[src/rtl/jpeg_pkg.sv]
// Shared defaults and state encoding for the JPEG pipeline frame sequencer.
package jpeg_pkg;

  localparam int unsigned DEF_ADDR_W   = 15;
  localparam int unsigned DEF_BLK_ROWS = 8;
  localparam int unsigned DEF_PIPE_LAT = 40;

  typedef enum logic [1:0] {
    ST_IDLE  = 2'd0,
    ST_RUN   = 2'd1,
    ST_DRAIN = 2'd2
  } state_t;

endpackage

[src/rtl/jpeg_valid_delay.sv]
// Fixed-depth single-bit delay line: o_q(t) = i_d(t-DEPTH), with synchronous flush.
module jpeg_valid_delay #(
  parameter int unsigned DEPTH = 40
) (
  input  logic i_clk,
  input  logic i_rst_n,
  input  logic i_clr,
  input  logic i_d,
  output logic o_q
);

  logic [DEPTH-1:0] r_sr;

  always_ff @(posedge i_clk or negedge i_rst_n) begin
    if (!i_rst_n) begin
      r_sr <= '0;
    end else if (i_clr) begin
      r_sr <= '0;
    end else begin
      r_sr[0] <= i_d;
      for (int unsigned i = 1; i < DEPTH; i++) begin
        r_sr[i] <= r_sr[i-1];
      end
    end
  end

  assign o_q = r_sr[DEPTH-1];

endmodule

[src/rtl/jpeg_pipe_ctrl.sv]
// Frame sequencer: issues input row reads, tracks pipeline latency to flag
// valid output rows, and holds the datapath in reset between frames.
module jpeg_pipe_ctrl
  import jpeg_pkg::*;
#(
  parameter int unsigned ADDR_W   = DEF_ADDR_W,
  parameter int unsigned BLK_ROWS = DEF_BLK_ROWS,
  parameter int unsigned PIPE_LAT = DEF_PIPE_LAT
) (
  input  logic                                 clk,
  input  logic                                 reset,
  input  logic                                 start,
  input  logic                                 abort,
  input  logic [ADDR_W-$clog2(BLK_ROWS)-1:0]   num_blocks,
  output logic                                 busy,
  output logic                                 done,
  output logic                                 pipe_rst_n,
  output logic [ADDR_W-1:0]                    cnt,
  output logic                                 rd_en,
  output logic [ADDR_W-1:0]                    rd_addr,
  output logic                                 wr_en,
  output logic [ADDR_W-1:0]                    wr_addr
);

  localparam int unsigned BLK_SHIFT = $clog2(BLK_ROWS);

  state_t              r_state;
  logic [ADDR_W-1:0]   r_total;
  logic                r_busy;
  logic                r_done;
  logic                r_pipe_rst_n;
  logic [ADDR_W-1:0]   r_cnt;
  logic                r_rd_en;
  logic [ADDR_W-1:0]   r_rd_addr;
  logic [ADDR_W-1:0]   r_wr_addr;

  logic [ADDR_W-1:0]   w_total;
  logic [ADDR_W-1:0]   w_last;
  logic                w_wr_en;
  logic                w_wr_final;

  assign w_total    = ADDR_W'(num_blocks) << BLK_SHIFT;
  assign w_last     = r_total - ADDR_W'(1);
  assign w_wr_final = w_wr_en && (r_wr_addr == w_last);

  // Delay line is flushed on abort so no stale rows surface in a later frame.
  jpeg_valid_delay #(
    .DEPTH (PIPE_LAT)
  ) u_valid_delay (
    .i_clk   (clk),
    .i_rst_n (reset),
    .i_clr   (abort),
    .i_d     (r_rd_en),
    .o_q     (w_wr_en)
  );

  always_ff @(posedge clk or negedge reset) begin
    if (!reset) begin
      r_state      <= ST_IDLE;
      r_total      <= '0;
      r_busy       <= 1'b0;
      r_done       <= 1'b0;
      r_pipe_rst_n <= 1'b0;
      r_cnt        <= '0;
      r_rd_en      <= 1'b0;
      r_rd_addr    <= '0;
      r_wr_addr    <= '0;
    end else begin
      r_done <= 1'b0;
      if (abort) begin
        r_state      <= ST_IDLE;
        r_busy       <= 1'b0;
        r_pipe_rst_n <= 1'b0;
        r_cnt        <= '0;
        r_rd_en      <= 1'b0;
        r_rd_addr    <= '0;
        r_wr_addr    <= '0;
      end else begin
        unique case (r_state)
          ST_IDLE: begin
            if (start) begin
              if (num_blocks != '0) begin
                r_total      <= w_total;
                r_state      <= ST_RUN;
                r_busy       <= 1'b1;
                r_pipe_rst_n <= 1'b1;
                r_rd_en      <= 1'b1;
                r_cnt        <= '0;
                r_rd_addr    <= '0;
              end else begin
                r_done <= 1'b1;
              end
            end
          end
          ST_RUN: begin
            r_cnt <= r_cnt + ADDR_W'(1);
            // Last read leaves rd_addr parked on the final row.
            if (r_rd_addr == w_last) begin
              r_rd_en <= 1'b0;
              r_state <= ST_DRAIN;
            end else begin
              r_rd_addr <= r_rd_addr + ADDR_W'(1);
            end
          end
          ST_DRAIN: begin
            r_cnt <= r_cnt + ADDR_W'(1);
          end
          default: begin
            r_state <= ST_IDLE;
          end
        endcase

        // Output-row tracking overrides the state step on the final row.
        if (w_wr_final) begin
          r_done       <= 1'b1;
          r_state      <= ST_IDLE;
          r_busy       <= 1'b0;
          r_pipe_rst_n <= 1'b0;
          r_cnt        <= '0;
          r_rd_en      <= 1'b0;
          r_rd_addr    <= '0;
          r_wr_addr    <= '0;
        end else if (w_wr_en) begin
          r_wr_addr <= r_wr_addr + ADDR_W'(1);
        end
      end
    end
  end

  assign busy       = r_busy;
  assign done       = r_done;
  assign pipe_rst_n = r_pipe_rst_n;
  assign cnt        = r_cnt;
  assign rd_en      = r_rd_en;
  assign rd_addr    = r_rd_addr;
  assign wr_en      = w_wr_en;
  assign wr_addr    = r_wr_addr;

endmodule

[config.mk]
export PLATFORM = sky130hd
export DESIGN_NAME = jpeg_pipe_ctrl
export DESIGN_NICKNAME = d
export VERILOG_FILES = /design/src/rtl/jpeg_pkg.sv /design/src/rtl/jpeg_valid_delay.sv /design/src/rtl/jpeg_pipe_ctrl.sv
export SDC_FILE = /design/constraint.sdc
export NUM_CORES = 1
export LEC_CHECK = 0
export ABC_AREA = 1
export CELL_PAD_IN_SITES_DETAIL_PLACEMENT = 0
export CELL_PAD_IN_SITES_GLOBAL_PLACEMENT = 1
export CORE_UTILIZATION = 42
export DETAILED_ROUTE_END_ITERATION = 12
export GPL_TIMING_DRIVEN = 0
export MAX_ROUTING_LAYER = met4
export PLACE_DENSITY = 0.88
export RECOVER_POWER = 25
export SLEW_MARGIN = 30
export SYNTH_ARGS = -nofsm -noshare
export SYNTH_HDL_FRONTEND = slang
export SYNTH_SLANG_ARGS = --single-unit
export TNS_END_PERCENT = 100
[constraint.sdc]
create_clock -name clk -period 2.5 [get_ports clk]
set_input_delay 0.5 -clock clk [delete_from_list [all_inputs] [get_ports clk]]
set_output_delay 0.5 -clock clk [all_outputs]
set_load 0.02 [all_outputs]
==> metrics.yaml, run 1 <==
run_status:
  status: "finished, violations left"
  violations: "capacitance limit, slew limit"
timing:
  timing.slew.headroom_pct: -23.6
  worstMarginPinSlew_ns: 1.85
  setup_viol: 0
  maxSlewViolCount: 33
  timing.final.crit_period_ns: 2.39
  period_share_pct: 95.6
  clock.fmax_mhz: 419
  finalHoldViolCount: 0
  rsz0062_at_grt: "yes"
  finalSetupTns_ns: 0
  fin_skew_ns: 0.0113
cells_and_area:
  finish.net_count: 861
  insertedDiodeCount: 0
  drive_gt1_share_pct: 12.4
  final_core_util_pct: 53.9
  final_cell_count_no_fill: 1018
  syn_to_final_growth_pct: 25.5
  fill_cells: 1240
  stdcell_area_sq_mm: 0.00711
critical_path:
  worst_path_most_repeated_cell: "nand2_1"
  worstSetupPathType: "register to register"
  cp_data_arrival_time_ns: 2.63
  reg2regPathDepth: 19
  cp-end-kind: "register"
  slowest_delay_ns: 0.43
  ff2ff_setup_slack_ns: 0.11
  worst_ep_required_time_ns: 2.74
  crit_path_top_delay_cell: "dfrtp_2"
  cp_max_fo: 7
  crit_chain: "clkinv_4, ha_4, nand2_2, inv_2, nor2_4, nand3_2, nor2_1, nand2_1, nor2_1, nand2_1, nor2_4, nand3_4, nand2_8, inv_6, nand2_4, nand2_4, clkbuf_16, nand2_1, nand2_1"
  critPathLaunchType: "register"
clock_network:
  clk_pin_slew_worst_paths_ns: 0.07
  cts_made_buffers: 9
  clock_tree.root_cell: "clkbuf_16"
  htree_num_levels: 3
  ctsHoldBuffers: 0
  cts_num_sinks: 102
  cts_tree: "built"
  clock_latency_ns: 0.36
  clockBufferDepth: 2
drt:
  detail_route.vias_per_cell: 4.89
  routed_wl_um: 13800
  drt_iter0_markers: 197
  ant_nets: 0
  dr_total_vias: 4973
  drc: 0
  dr.pass1.iters: 6
  post_drt_wl_per_cell_um: 13.5
pwr:
  vdd_ir_drop_max_v: 0.000400
  p_total_mw: 4.93
  power_density_mw_per_mm2: 693
  leakage_nw: 3.39
floorplan:
  dieArea_sq_mm: 0.0140
  core_area_sq_mm: 0.0132
  num_rows: 42
  initial_core_util_pct: 43.0
  die_h_um: 118
  io_pins: 66
  fp.dieW_um: 118
logic_synthesis:
  syn_nets: 770
  synth_commonest_cells: "nand2_1 (188), inv_1 (113), nor2_1 (109)"
  synth_area_leaders: "dfrtp_1 (45%), nand2_1 (12%), inv_1 (7.5%)"
  synthArstFlopShare_pct: 100
  ys_warn_count: 0
  ys_seq_elements: 102
  syn_inst: 746
  synthMostInstantiatedCell: "nand2_1"
  yosys.area.top_type: "dfrtp_1"
  synth_flop_cell: "dfrtp_1"
  yosysUniqueCellTypes: 43
  synth_edf_count: 0
  synth.top_cell.area_share_pct: 45.0
  synth_area_sq_mm: 0.00567
  syn_area_per_cell_sq_um: 7.60
  seq_area_frac_synth_pct: 45.0
placement:
  dpl_cell_area_sq_mm: 0.00656
  io_buffers: 64
  hpwlAfterDp_um: 10100
  dp.cells: 987
  gp_congestion: 0.873
global_routing:
  overflow: 0
  antenna_found_initial: 0
  grt_max_degree: 72
  grt_pass1_vias: 4778
  groute.usage.overall_pct: 21.5
  grt_pass1_wl_um: 22800
flow_run:
  drv_cap: 1
hold_path:
  hp-class: "register to register"
  holdPathStages: 2
## power breakdown
group | total, mW | switching (mW) | internal, mW
Combinational | 1.61 | 1.00 | 0.613
Clock | 1.39 | 0.686 | 0.705
Sequential | 1.93 | 0.172 | 1.75
Total | 4.93 | 1.86 | 3.07
## cells by family after synthesis
kind of cell               Yosys count  share of synthesized area (%)
buffers and inverters              138                           9.93
and+or+nand+nor                    442                           35.7
AOI/OAI and AO/OA                   32                           3.58
DFF                                102                           45.0
adders and majority gates            8                           1.77
xor gates and xnor gates            24                           3.97
## cell usage in the layout, fill, tap and decap left out, types with 13 or more instances in the layout
cell,netlist,layout
clkdlybuf4s50_1,0,63
nand2_1,188,179
nand4_1,19,19
o21ai_0,13,13
dfrtp_1,102,98
nor2_1,109,97
inv_1,113,111
buf_4,4,16
nand3_1,75,72
xor2_1,20,20
nand2_2,8,16
## per-stage QoR
step / hold slack, ns / setup slack [ns]
3_3_place_gp: 0.437 / -2.82
6_report: 0.461 / 0.111
2_1_floorplan: 0.204 / 0.250
4_1_cts: 0.0188 / 0.0404
5_1_grt: 0.479 / -0.0416
3_5_place_dp: 0.410 / -0.590
## final timing paths
path / from / to
setup / recovery: r_total[3]$_DFFE_PN0P_ / cnt[4]$_DFFE_PN0P_
hold / removal: u_valid_delay.r_sr[12]$_DFF_PN0_ / u_valid_delay.r_sr[13]$_DFF_PN0_
setup reg to reg: r_total[3]$_DFFE_PN0P_ / cnt[4]$_DFFE_PN0P_
hold reg to reg: u_valid_delay.r_sr[12]$_DFF_PN0_ / u_valid_delay.r_sr[13]$_DFF_PN0_
max in group asynchronous: reset / r_total[5]$_DFFE_PN0P_
min in group asynchronous: reset / wr_addr[14]$_DFFE_PN0P_
## worst max-delay path: cells and delay by family (launching register included)
kind / cells / cell delay [ns]
AND/OR/NAND/NOR: 14 / 1.21
flip-flops: 1 / 0.43
buffers and inverters: 4 / 0.35
adder cells (fa/ha/maj): 1 / 0.27
## registers in the layout, indices dropped and copies added, names as in the netlist
signal              cells
done                    1
u_valid_delay.r_sr     40
r_state                 2
r_total                12
rd_en                   1
cnt                    15
pipe_rst_n              1
wr_addr                15
rd_addr                15
## area by class of cell
cell class	instances	area [sq um]	share of cell area, %
Timing Repair Buffer	80	779	11.0
Tap cell	176	220	3.10
Multi-Input combinational cell	506	2690	37.8
Buffer	19	119	1.67
Inverter	119	457	6.42
Clock buffer	10	229	3.22
Clock inverter	6	62.6	0.880
Sequential cell	102	2560	36.0
## what timing repair did
item / CTS / global route
endpoints found under the setup margin: 43 / 43
resized for setup: 8 / 41
gates cloned: 0 / 1
pin swaps: 2 / 8
setup buffers: 5 / 9
## metal layers
metal | vias to the layer above | share of wire, % | global-route usage (%)
met2 | 80 | 50 | 34.8
met5 | - | 0 | -
li1 | 2515 | - | -
met4 | 0 | 2.4 | 9.21
met1 | 2358 | 44 | 26.7
met3 | 20 | 3.6 | 3.38
Power figures use the tool's default switching activity.
==> run 2: changes to the inputs <==
Settings changed: CORE_UTILIZATION 42 to 30, CTS_CLUSTER_SIZE set to 28, PLACE_DENSITY 0.88 to 0.68.
==> run 2 against run 1 <==
  * The flow still finishes with violations (capacitance limit, slew limit)
  * Clock power rose by 5%
  * Setup slack better by 0.027 ns
  * Register-to-register slack gained 0.03 ns
  * Cell count up 5.5%
  * Fmax up 1.1%
  * First-iteration DRC count down 6.6%
  * Routed wire length increased by 5.9%
  * Critical path type unchanged
  * Critical endpoint is now cnt[13]$_DFFE_PN0P_
==> metrics.yaml, run 2 (synthesis results as in run 1) <==
drt:
  drt_iter0_markers: 184
  dr.pass1.iters: 4
  post_drt_wl_per_cell_um: 13.6
  drc: 0
  ant_nets: 0
  detail_route.vias_per_cell: 4.54
  routed_wl_um: 14600
  dr_total_vias: 4880
cells_and_area:
  finish.net_count: 864
  final_common_cell: "nand2_1"
  final_cell_mix: "nand2_1 (175), inv_1 (112), nor2_1 (102)"
  drive_gt1_share_pct: 12.1
  final_core_util_pct: 39.8
  regMostFlops: "u_valid_delay.r_sr"
  insertedDiodeCount: 0
  syn_to_final_growth_pct: 27.7
  final_cell_count_no_fill: 1074
  largest_reg_flops: 40
  stdcell_area_sq_mm: 0.00724
timing:
  setup_viol: 0
  rsz0062_at_grt: "yes"
  period_share_pct: 94.5
  setup_ws_ns: 0.138
  timing.slew.headroom_pct: -44.6
  worstMarginPinSlew_ns: 2.17
  timing.final.crit_period_ns: 2.36
  clock.fmax_mhz: 423
  hold_slack_ns: 0.461
  finalHoldViolCount: 0
  finalSetupTns_ns: 0
  maxSlewViolCount: 35
  fin_skew_ns: 0.0110
global_routing:
  overflow: 0
  groute.usage.overall_pct: 16.2
  antenna_found_initial: 0
  grt_pass1_wl_um: 24000
  grt_pass1_vias: 4750
  grt_max_degree: 69
floorplan:
  num_rows: 49
  initial_core_util_pct: 31.1
  dieArea_sq_mm: 0.0194
  die_h_um: 139
  fp.dieW_um: 139
  core_area_sq_mm: 0.0182
  io_pins: 66
critical_path:
  crit_path_top_delay_cell: "dfrtp_2"
  cp_max_fo: 8
  crit_chain: "inv_4, ha_4, nand2_2, nor2_4, nand2_2, nand3b_1, nand2_1, nor2_1, nand2_1, nor2_4, nand3_4, nand4_1, buf_6, nand2_8, clkbuf_16, nand2_2, nand2_1"
  worst-path-buf-inv: 3
  cp-end-kind: "register"
  worst_ep_required_time_ns: 2.75
  cp_top_family: "simple AND/OR/NAND/NOR gates"
  worstSetupPathType: "register to register"
  r2r_start: "r_total[3]$_DFFE_PN0P_"
  cp_data_arrival_time_ns: 2.61
  slowest_delay_ns: 0.45
  critPathLaunchType: "register"
  cp-startpoint: "r_total[3]$_DFFE_PN0P_"
  ff2ff_setup_slack_ns: 0.14
run_status:
  violations: "capacitance limit, slew limit"
  status: "finished, violations left"
clock_network:
  htree_num_levels: 3
  ctsHoldBuffers: 0
  clockBufferDepth: 2
  cts_tree: "built"
  clk_pin_slew_worst_paths_ns: 0.08
  clock_latency_ns: 0.36
  clock_tree.root_cell: "clkbuf_16"
  cts_num_sinks: 102
  cts_made_buffers: 9
hold_path:
  hp-class: "register to register"
  worstHoldStart: "u_valid_delay.r_sr[10]$_DFF_PN0_"
placement:
  dp.cells: 1040
  io_buffers: 64
  hpwlAfterDp_um: 10600
  gp_congestion: 0.836
  dpl_cell_area_sq_mm: 0.00662
  dp_slack_ns: -0.674
flow_run:
  drv_cap: 1
pwr:
  pwr-share-seq_pct: 38.4
  combinationalPowerShare_pct: 32.4
  p_int_mw: 3.08
  vdd_ir_drop_max_v: 0.000385
  p_sw_mw: 1.90
  clock_power_share_pct: 29.2
  power_density_mw_per_mm2: 688
  p_total_mw: 4.98
  leakage_nw: 3.44
  p_sw_share_pct: 38.1
run 2: cell count changes in the layout (fill, tap and decap cells not counted), sizes merged:
cell      before  now
inv          121  120
clkinv         4    5
clkbuf        22   21
clkinvlp       0    1
buf           24   27
run 2: tightest hold or removal path: cells and delay by family, from the launching register on:
kind / cells / cell delay (ns)
AND/OR/NAND/NOR: 1 / 0.07
buffers and inverters: 1 / 0.03
flip-flops: 1 / 0.32
run 2: final cells by class:
| type | instances | area, sq um |
|---|---|---|
| Multi-Input combinational cell | 506 | 2690 |
| Tap cell | 229 | 287 |
| Sequential cell | 102 | 2560 |
| Clock buffer | 9 | 225 |
| Fill cell | 1914 | 11000 |
| Timing Repair Buffer | 83 | 818 |
| Buffer | 19 | 119 |
| Inverter | 119 | 454 |
| Clock inverter | 7 | 87.6 |
run 2: final timing paths:
| kind | end | depth (start not counted) |
|---|---|---|
| hold / removal | u_valid_delay.r_sr[11]$_DFF_PN0_ | 2 |
| hold reg to reg | u_valid_delay.r_sr[11]$_DFF_PN0_ | 2 |
| max in group asynchronous | rd_addr[4]$_DFFE_PN0P_ | 1 |
| setup reg to reg | cnt[13]$_DFFE_PN0P_ | 17 |
| min in group asynchronous | cnt[1]$_DFFE_PN0P_ | 1 |
| setup / recovery | cnt[13]$_DFFE_PN0P_ | 17 |
run 2: timing repair:
item                                    in CTS  in global routing
gates resized for setup                      7                 37
setup buffers                                8                  9
gates cloned                                 0                  1
pin swaps                                    2                  9
endpoints found under the setup margin      46                 45
run 2: layer usage:
metal	global-route usage, %	routed length [um]
met2	25.8	6820
met3	3.27	621
met1	20.9	6990
met4	4.27	174
met5	-	0
run 2: power groups by stage:
| stage | logic (mW) | clock network, mW | registers, mW |
|---|---|---|---|
| floorplan | 1.02 | 0 | 1.91 |
| global placement | 1.41 | 0 | 1.94 |
| detailed placement | 1.41 | 0 | 1.94 |
| CTS | 1.48 | 1.51 | 1.90 |
| global route | 1.83 | 1.57 | 1.93 |
| finish | 1.62 | 1.46 | 1.91 |
